File: src/rtl/link_arb_pkg.sv
// Shared types and helpers for the modem byte-link arbiter.
package link_arb_pkg;

   typedef enum logic [1:0] {
      IDLE = 2'd0,
      XFER = 2'd1,
      GAP  = 2'd2
   } state_t;

   localparam int DEF_GAP_TICKS     = 2;
   localparam int DEF_TIMEOUT_TICKS = 64;

   // Round-robin search over up to 8 candidates starting at ptr.
   // Returns {found, index}.
   function automatic logic [3:0] rr_pick(input logic [7:0] cand,
                                          input logic [2:0] ptr,
                                          input int         n);
      logic [3:0] r;
      logic [3:0] idx;
      r = 4'd0;
      // Walk from the farthest offset down so the nearest hit wins.
      for (int k = 7; k >= 0; k--) begin
         if (k < n) begin
            idx = {1'b0, ptr} + 4'(k);
            if (idx >= 4'(n)) idx = idx - 4'(n);
            if (cand[idx[2:0]]) r = {1'b1, idx[2:0]};
         end
      end
      return r;
   endfunction

endpackage

File: src/rtl/link_tick_gen.sv
// Free-running byte-period divider: one-cycle tick every div_i+1 clocks.
module link_tick_gen #(
   parameter int DIV_W = 8
) (
   input  logic             clk,
   input  logic             rst_n,
   input  logic [DIV_W-1:0] div_i,
   output logic             tick_o
);

   logic [DIV_W-1:0] cnt;

   // >= so that lowering div_i mid-count still yields a prompt tick.
   assign tick_o = (cnt >= div_i);

   always_ff @(posedge clk or negedge rst_n) begin
      if (!rst_n)      cnt <= '0;
      else if (tick_o) cnt <= '0;
      else             cnt <= cnt + 1'b1;
   end

endmodule

File: src/rtl/link_arbiter.sv
// Message-granular round-robin arbiter for the shared modem byte link.
// Optional stall timeout enabled with `define LINK_ARB_TIMEOUT_EN.
module link_arbiter
   import link_arb_pkg::*;
#(
   parameter int NREQ          = 2,
   parameter int DIV_W         = 8,
   parameter int GAP_TICKS     = DEF_GAP_TICKS,
   parameter int TIMEOUT_TICKS = DEF_TIMEOUT_TICKS
) (
   input  logic              clk,
   input  logic              rst_n,
   input  logic [DIV_W-1:0]  div_i,
   input  logic [NREQ-1:0]   req_valid_i,
   input  logic [NREQ-1:0]   req_begin_i,
   input  logic [NREQ-1:0]   req_end_i,
   input  logic [8*NREQ-1:0] req_byte_i,
   output logic [NREQ-1:0]   req_ready_o,
   output logic [7:0]        byte_o,
   output logic              begin_o,
   output logic              valid_o,
   output logic              end_o,
   output logic              strobe_o,
   output logic [NREQ-1:0]   grant_o,
   output logic              busy_o,
   output logic              clk_req_o,
   output logic              abort_o
);

   state_t          state_q, state_d;
   logic [NREQ-1:0] grant_q;
   logic [2:0]      owner, rr_ptr;
   logic [3:0]      gap_cnt;
   logic            tick, in_xfer, accept, last, tmo, release_link, gap_done;
   logic [7:0]      cand, valid8, begin8, end8;
   logic [63:0]     bytes64;
   logic [3:0]      pick;

   link_tick_gen #(.DIV_W(DIV_W)) u_tick (
      .clk    (clk),
      .rst_n  (rst_n),
      .div_i  (div_i),
      .tick_o (tick)
   );

   // Zero-extend so a 3-bit owner index is always in range.
   assign valid8  = 8'(req_valid_i);
   assign begin8  = 8'(req_begin_i);
   assign end8    = 8'(req_end_i);
   assign bytes64 = 64'(req_byte_i);
   assign cand    = 8'(req_valid_i & req_begin_i);
   assign pick    = rr_pick(cand, rr_ptr, NREQ);

   assign in_xfer      = (state_q == XFER);
   assign accept       = in_xfer & tick & valid8[owner];
   assign last         = accept & end8[owner];
   assign gap_done     = (gap_cnt == 4'(GAP_TICKS - 1));
   assign release_link = last | tmo;

`ifdef LINK_ARB_TIMEOUT_EN
   localparam int SW = $clog2(TIMEOUT_TICKS + 1);
   logic [SW-1:0] stall_cnt;

   assign tmo = in_xfer & tick & ~valid8[owner] & (stall_cnt == SW'(TIMEOUT_TICKS - 1));

   always_ff @(posedge clk or negedge rst_n) begin
      if (!rst_n)                      stall_cnt <= '0;
      else if (!in_xfer || accept || tmo) stall_cnt <= '0;
      else if (tick)                   stall_cnt <= stall_cnt + 1'b1;
   end
`else
   assign tmo = 1'b0;
`endif

   assign abort_o     = tmo;
   assign req_ready_o = grant_q & {NREQ{accept}};
   assign strobe_o    = accept;
   assign byte_o      = in_xfer ? bytes64[{owner, 3'b000} +: 8] : 8'd0;
   assign begin_o     = in_xfer & begin8[owner];
   assign valid_o     = in_xfer & valid8[owner];
   assign end_o       = in_xfer & end8[owner];
   assign grant_o     = grant_q;
   assign busy_o      = (state_q != IDLE);
   assign clk_req_o   = busy_o | (|req_valid_i);

   always_ff @(posedge clk or negedge rst_n) begin
      if (!rst_n) state_q <= IDLE;
      else        state_q <= state_d;
   end

   always_comb begin
      state_d = state_q;
      case (state_q)
         IDLE:    if (pick[3]) state_d = XFER;
         XFER:    if (release_link) state_d = (GAP_TICKS > 0) ? GAP : IDLE;
         GAP:     if (tick && gap_done) state_d = IDLE;
         default: state_d = IDLE;
      endcase
   end

   always_ff @(posedge clk or negedge rst_n) begin
      if (!rst_n) begin
         grant_q <= '0;
         owner   <= '0;
         rr_ptr  <= '0;
         gap_cnt <= '0;
      end else begin
         case (state_q)
            IDLE: if (pick[3]) begin
               owner   <= pick[2:0];
               grant_q <= NREQ'(1) << pick[2:0];
            end
            XFER: if (release_link) begin
               grant_q <= '0;
               gap_cnt <= '0;
               rr_ptr  <= (owner == 3'(NREQ - 1)) ? 3'd0 : owner + 3'd1;
            end
            GAP: if (tick) gap_cnt <= gap_done ? 4'd0 : gap_cnt + 4'd1;
            default: ;
         endcase
      end
   end

endmodule

File: config.mk
export PLATFORM = sky130hd
export DESIGN_NAME = link_arbiter
export DESIGN_NICKNAME = d
export VERILOG_FILES = /design/src/rtl/link_arb_pkg.sv /design/src/rtl/link_tick_gen.sv /design/src/rtl/link_arbiter.sv
export SDC_FILE = /design/constraint.sdc
export NUM_CORES = 1
export LEC_CHECK = 0
export CORE_MARGIN = 2
export CORE_UTILIZATION = 51
export CTS_BUF_LIST = sky130_fd_sc_hd__clkbuf_8
export DETAILED_ROUTE_END_ITERATION = 8
export MAX_ROUTING_LAYER = met4
export PLACE_DENSITY = 0.95
export SLEW_MARGIN = 0
export SYNTH_ARGS = -nofsm -noshare
export SYNTH_HDL_FRONTEND = slang
export SYNTH_SLANG_ARGS = --single-unit
File: constraint.sdc
create_clock -name clk -period 4.9 [get_ports clk]
set_clock_uncertainty 0.05 [all_clocks]
set_input_delay 0.98 -clock clk [delete_from_list [all_inputs] [get_ports clk]]
set_output_delay 0.98 -clock clk [all_outputs]
set_load 0.05 [all_outputs]
==> flow_metrics.env <==
export IMPL_hold_viol=0
export IMPL_syn_area_um2=1510
export IMPL_cts_tree="built"
export IMPL_postPlaceCellArea_um2=2030
export IMPL_synth_top_cell_area_share_pct=36.5
export IMPL_grt_max_degree=23
export IMPL_clock_sinks=22
export IMPL_gp_congestion=0.819
export IMPL_tns_ns=0
export IMPL_max_slew_margin_pct=35.3
export IMPL_setup_worst_path_end_class="output pin"
export IMPL_holdPathStages=1
export IMPL_cts_hold_buffers=0
export IMPL_grt_pass1_vias=1265
export IMPL_syn_inst=163
export IMPL_min_to="u_tick.cnt[0]$_DFF_PN0_"
export IMPL_synth_warnings=0
export IMPL_area_delta_synth_final_pct=39.1
export IMPL_min_path_type="reg -> reg"
export IMPL_rsz0062_at_grt="no"
export IMPL_io_buffers=49
export IMPL_worstPathRequired_ns=3.87
export IMPL_slowest_stage="clkdlybuf4s50_1"
export IMPL_reg2reg_setup_slack_ns=2.57
export IMPL_drv_cap=0
export IMPL_fp_row_count=19
export IMPL_slew_viol_final=0
export IMPL_synthTopCellsByArea="dfrtp_1, ha_1, mux2i_1"
export IMPL_overflow=0
export IMPL_drt_vias_per_instance=5.50
export IMPL_synth_largest_area_cell="dfrtp_1"
export IMPL_worstReg2RegStart="u_tick.cnt[0]$_DFF_PN0_"
export IMPL_path_cells="clkdlybuf4s50_1 > inv_1 > ha_1 > inv_1 > o21ai_0 > a31o_2 > and3_1 > clkdlybuf4s50_1"
export IMPL_antennaDiodeCount=0
export IMPL_fillCellCount=185
export IMPL_seq_area_frac_synth_pct=36.5
export IMPL_dr_first_iter_drc_count=76
export IMPL_place_hpwl_um=2650
export IMPL_ys_ff_latch=22
export IMPL_clockBufferDepth=2
export IMPL_synth_main_ff_cell="dfrtp_1"
export IMPL_crit_path_max_fanout=11
export IMPL_fmax_mhz=221
export IMPL_worstPathArrival_ns=3.50
export IMPL_drc_errors=0
export IMPL_antenna_found_initial=0
export IMPL_vdd_ir_drop_max_mv=0.519
export IMPL_finalCritPeriodShare_pct=92.4
export IMPL_grt_usage_pct=21.8
export IMPL_critPathLaunchType="primary input"
export IMPL_initial_utilization_pct=54.3
export IMPL_die_width_um=58.4
export IMPL_via_count=1343
export IMPL_pwr_density_cell_nw_per_um2=560
export IMPL_numCtsBuffers=3
export IMPL_ctsResizeCount=0
export IMPL_coreArea_um2=2780
export IMPL_cts_setup_buffers=0
export IMPL_drtAntennaViolNets=0
export IMPL_tightest_slew_ns=0.967
export IMPL_crit_family="buffers and inverters"
export IMPL_finalInstanceArea_um2=2100
export IMPL_fp_dieH_um=58.4
export IMPL_synth_fp_nets=208
export IMPL_firstDrtPassIters=4
export IMPL_rr_worst_depth=8
export IMPL_clk_pin_slew_ns=0.08
export IMPL_cts_root_buffer="clkbuf_8"
export IMPL_regToRegEndpoint="gap_cnt[2]$_DFFE_PN0P_"
export IMPL_synth_distinct_cells=41
export IMPL_slowest_delay_ns=0.79
export IMPL_nets=259
export IMPL_crit_buf_inv=4
export IMPL_h_tree_depth=1
export IMPL_routed_wirelength_um=3420
export IMPL_clock_latency_ns=0.27
export IMPL_outcome="completed"
export IMPL_fin_ws_ns=0.373
export IMPL_drive_above_1_share_pct=5.63
export IMPL_grt_first_pass_wirelength_um=5600
export IMPL_place_ws_ns=0.379
export IMPL_io_pins=51
export IMPL_period_needed_ns=4.53
export IMPL_die_area_um2=3410
export IMPL_leakage_uw=0.00102
export IMPL_setup_viol=0
export IMPL_hold_start="u_tick.cnt[0]$_DFF_PN0_"
export IMPL_syn_area_per_cell_um2=9.26
export IMPL_synth_edf_count=0
export IMPL_post_drt_wl_per_cell_um=14.0
export IMPL_critPathKind="in -> out"
export IMPL_async_flop_share_pct=100
## kinds of logic after synthesis
| kind of cell | share of synthesized area [%] |
|---|---|
| AOI/OAI and AO/OA | 11.8 |
| adders and majority gates | 10.8 |
| buffers and inverters | 4.97 |
| DFF | 36.5 |
| and+or+nand+nor | 24.0 |
| xor gates and xnor gates | 3.48 |
| muxes | 8.29 |
| other | 0.249 |
## sequential cells by signal (all words and copies together), names as in the netlist
name,count
owner,3
gap_cnt,4
rr_ptr,3
u_tick.cnt,8
state_q,2
grant_o,2
## layout by cell type (no fill, tap or decap), types with 2 or more instances in the layout
master	n
inv_1	15
nand2b_1	3
nor3b_1	3
a21oi_1	4
xnor2_1	3
clkbuf_8	3
mux2i_1	11
nor3_1	4
clkdlybuf4s50_1	49
a21boi_0	2
and3_1	6
xor2_1	3
nand2_1	4
nor2_1	23
nor4_1	2
and2_1	3
a21o_1	3
dfrtp_1	22
nand3_1	7
ha_1	13
nand3b_1	3
a211o_1	2
o21ai_0	6
## worst max-delay path by stage
stage	slack (ns)	cells after the start	start	to
6_report	0.37	8	div_i[7]	req_ready_o[0]
5_1_grt	0.27	8	div_i[6]	req_ready_o[0]
4_1_cts	0.38	7	div_i[0]	req_ready_o[0]
3_5_place_dp	0.38	7	div_i[0]	req_ready_o[0]
3_3_place_gp	0.42	7	div_i[0]	req_ready_o[0]
2_1_floorplan	1.01	6	div_i[6]	strobe_o
## per-layer routing
metal	routed length, µm	global-route usage, %
met5	0	-
met1	1530	29.4
met2	1690	34.7
met3	179	3.96
met4	24	4.65
## power by group
part,switching [µW],internal [µW]
registers,80.7,236
logic,417,272
clock network,60.1,109
total,558,617
## area by class of cell
class / count / area [µm²] / area share (%)
timing repair buffer: 50 / 498 / 23.7
sequential: 22 / 551 / 26.2
multi-input combinational: 122 / 883 / 42.1
inverter: 15 / 56.3 / 2.68
clock buffer: 3 / 41.3 / 1.97
clock inverter: 1 / 30.0 / 1.43
tap: 31 / 38.8 / 1.85
## Yosys cell counts, types with 2 or more instances
| cell | number |
|---|---|
| nor2_1 | 23 |
| dfrtp_1 | 22 |
| inv_1 | 15 |
| ha_1 | 13 |
| mux2i_1 | 11 |
| nand3_1 | 7 |
| and3_1 | 6 |
| o21ai_0 | 6 |
| a21oi_1 | 4 |
| nand2_1 | 4 |
| nor3_1 | 4 |
| a21o_1 | 3 |
| and2_1 | 3 |
| nand2b_1 | 3 |
| nand3b_1 | 3 |
| nor3b_1 | 3 |
| xnor2_1 | 3 |
| xor2_1 | 3 |
| a211o_1 | 2 |
| a21boi_0 | 2 |
| clkbuf_1 | 2 |
| nor4_1 | 2 |
## per-stage QoR
| stage | hold WS, ns | cells | util [%] | power, µW |
|---|---|---|---|---|
| 2_1_floorplan | 0.399 | 163 | - | 783 |
| 3_3_place_gp | 0.421 | 240 | 72.9 | 984 |
| 3_5_place_dp | 0.436 | 240 | 72.9 | 1000 |
| 4_1_cts | 0.447 | 244 | 75.4 | 1180 |
| 5_1_grt | 0.465 | 244 | 75.4 | 1240 |
| 6_report | 0.450 | 244 | 75.4 | 1180 |
(Power assumes the default switching activity.)
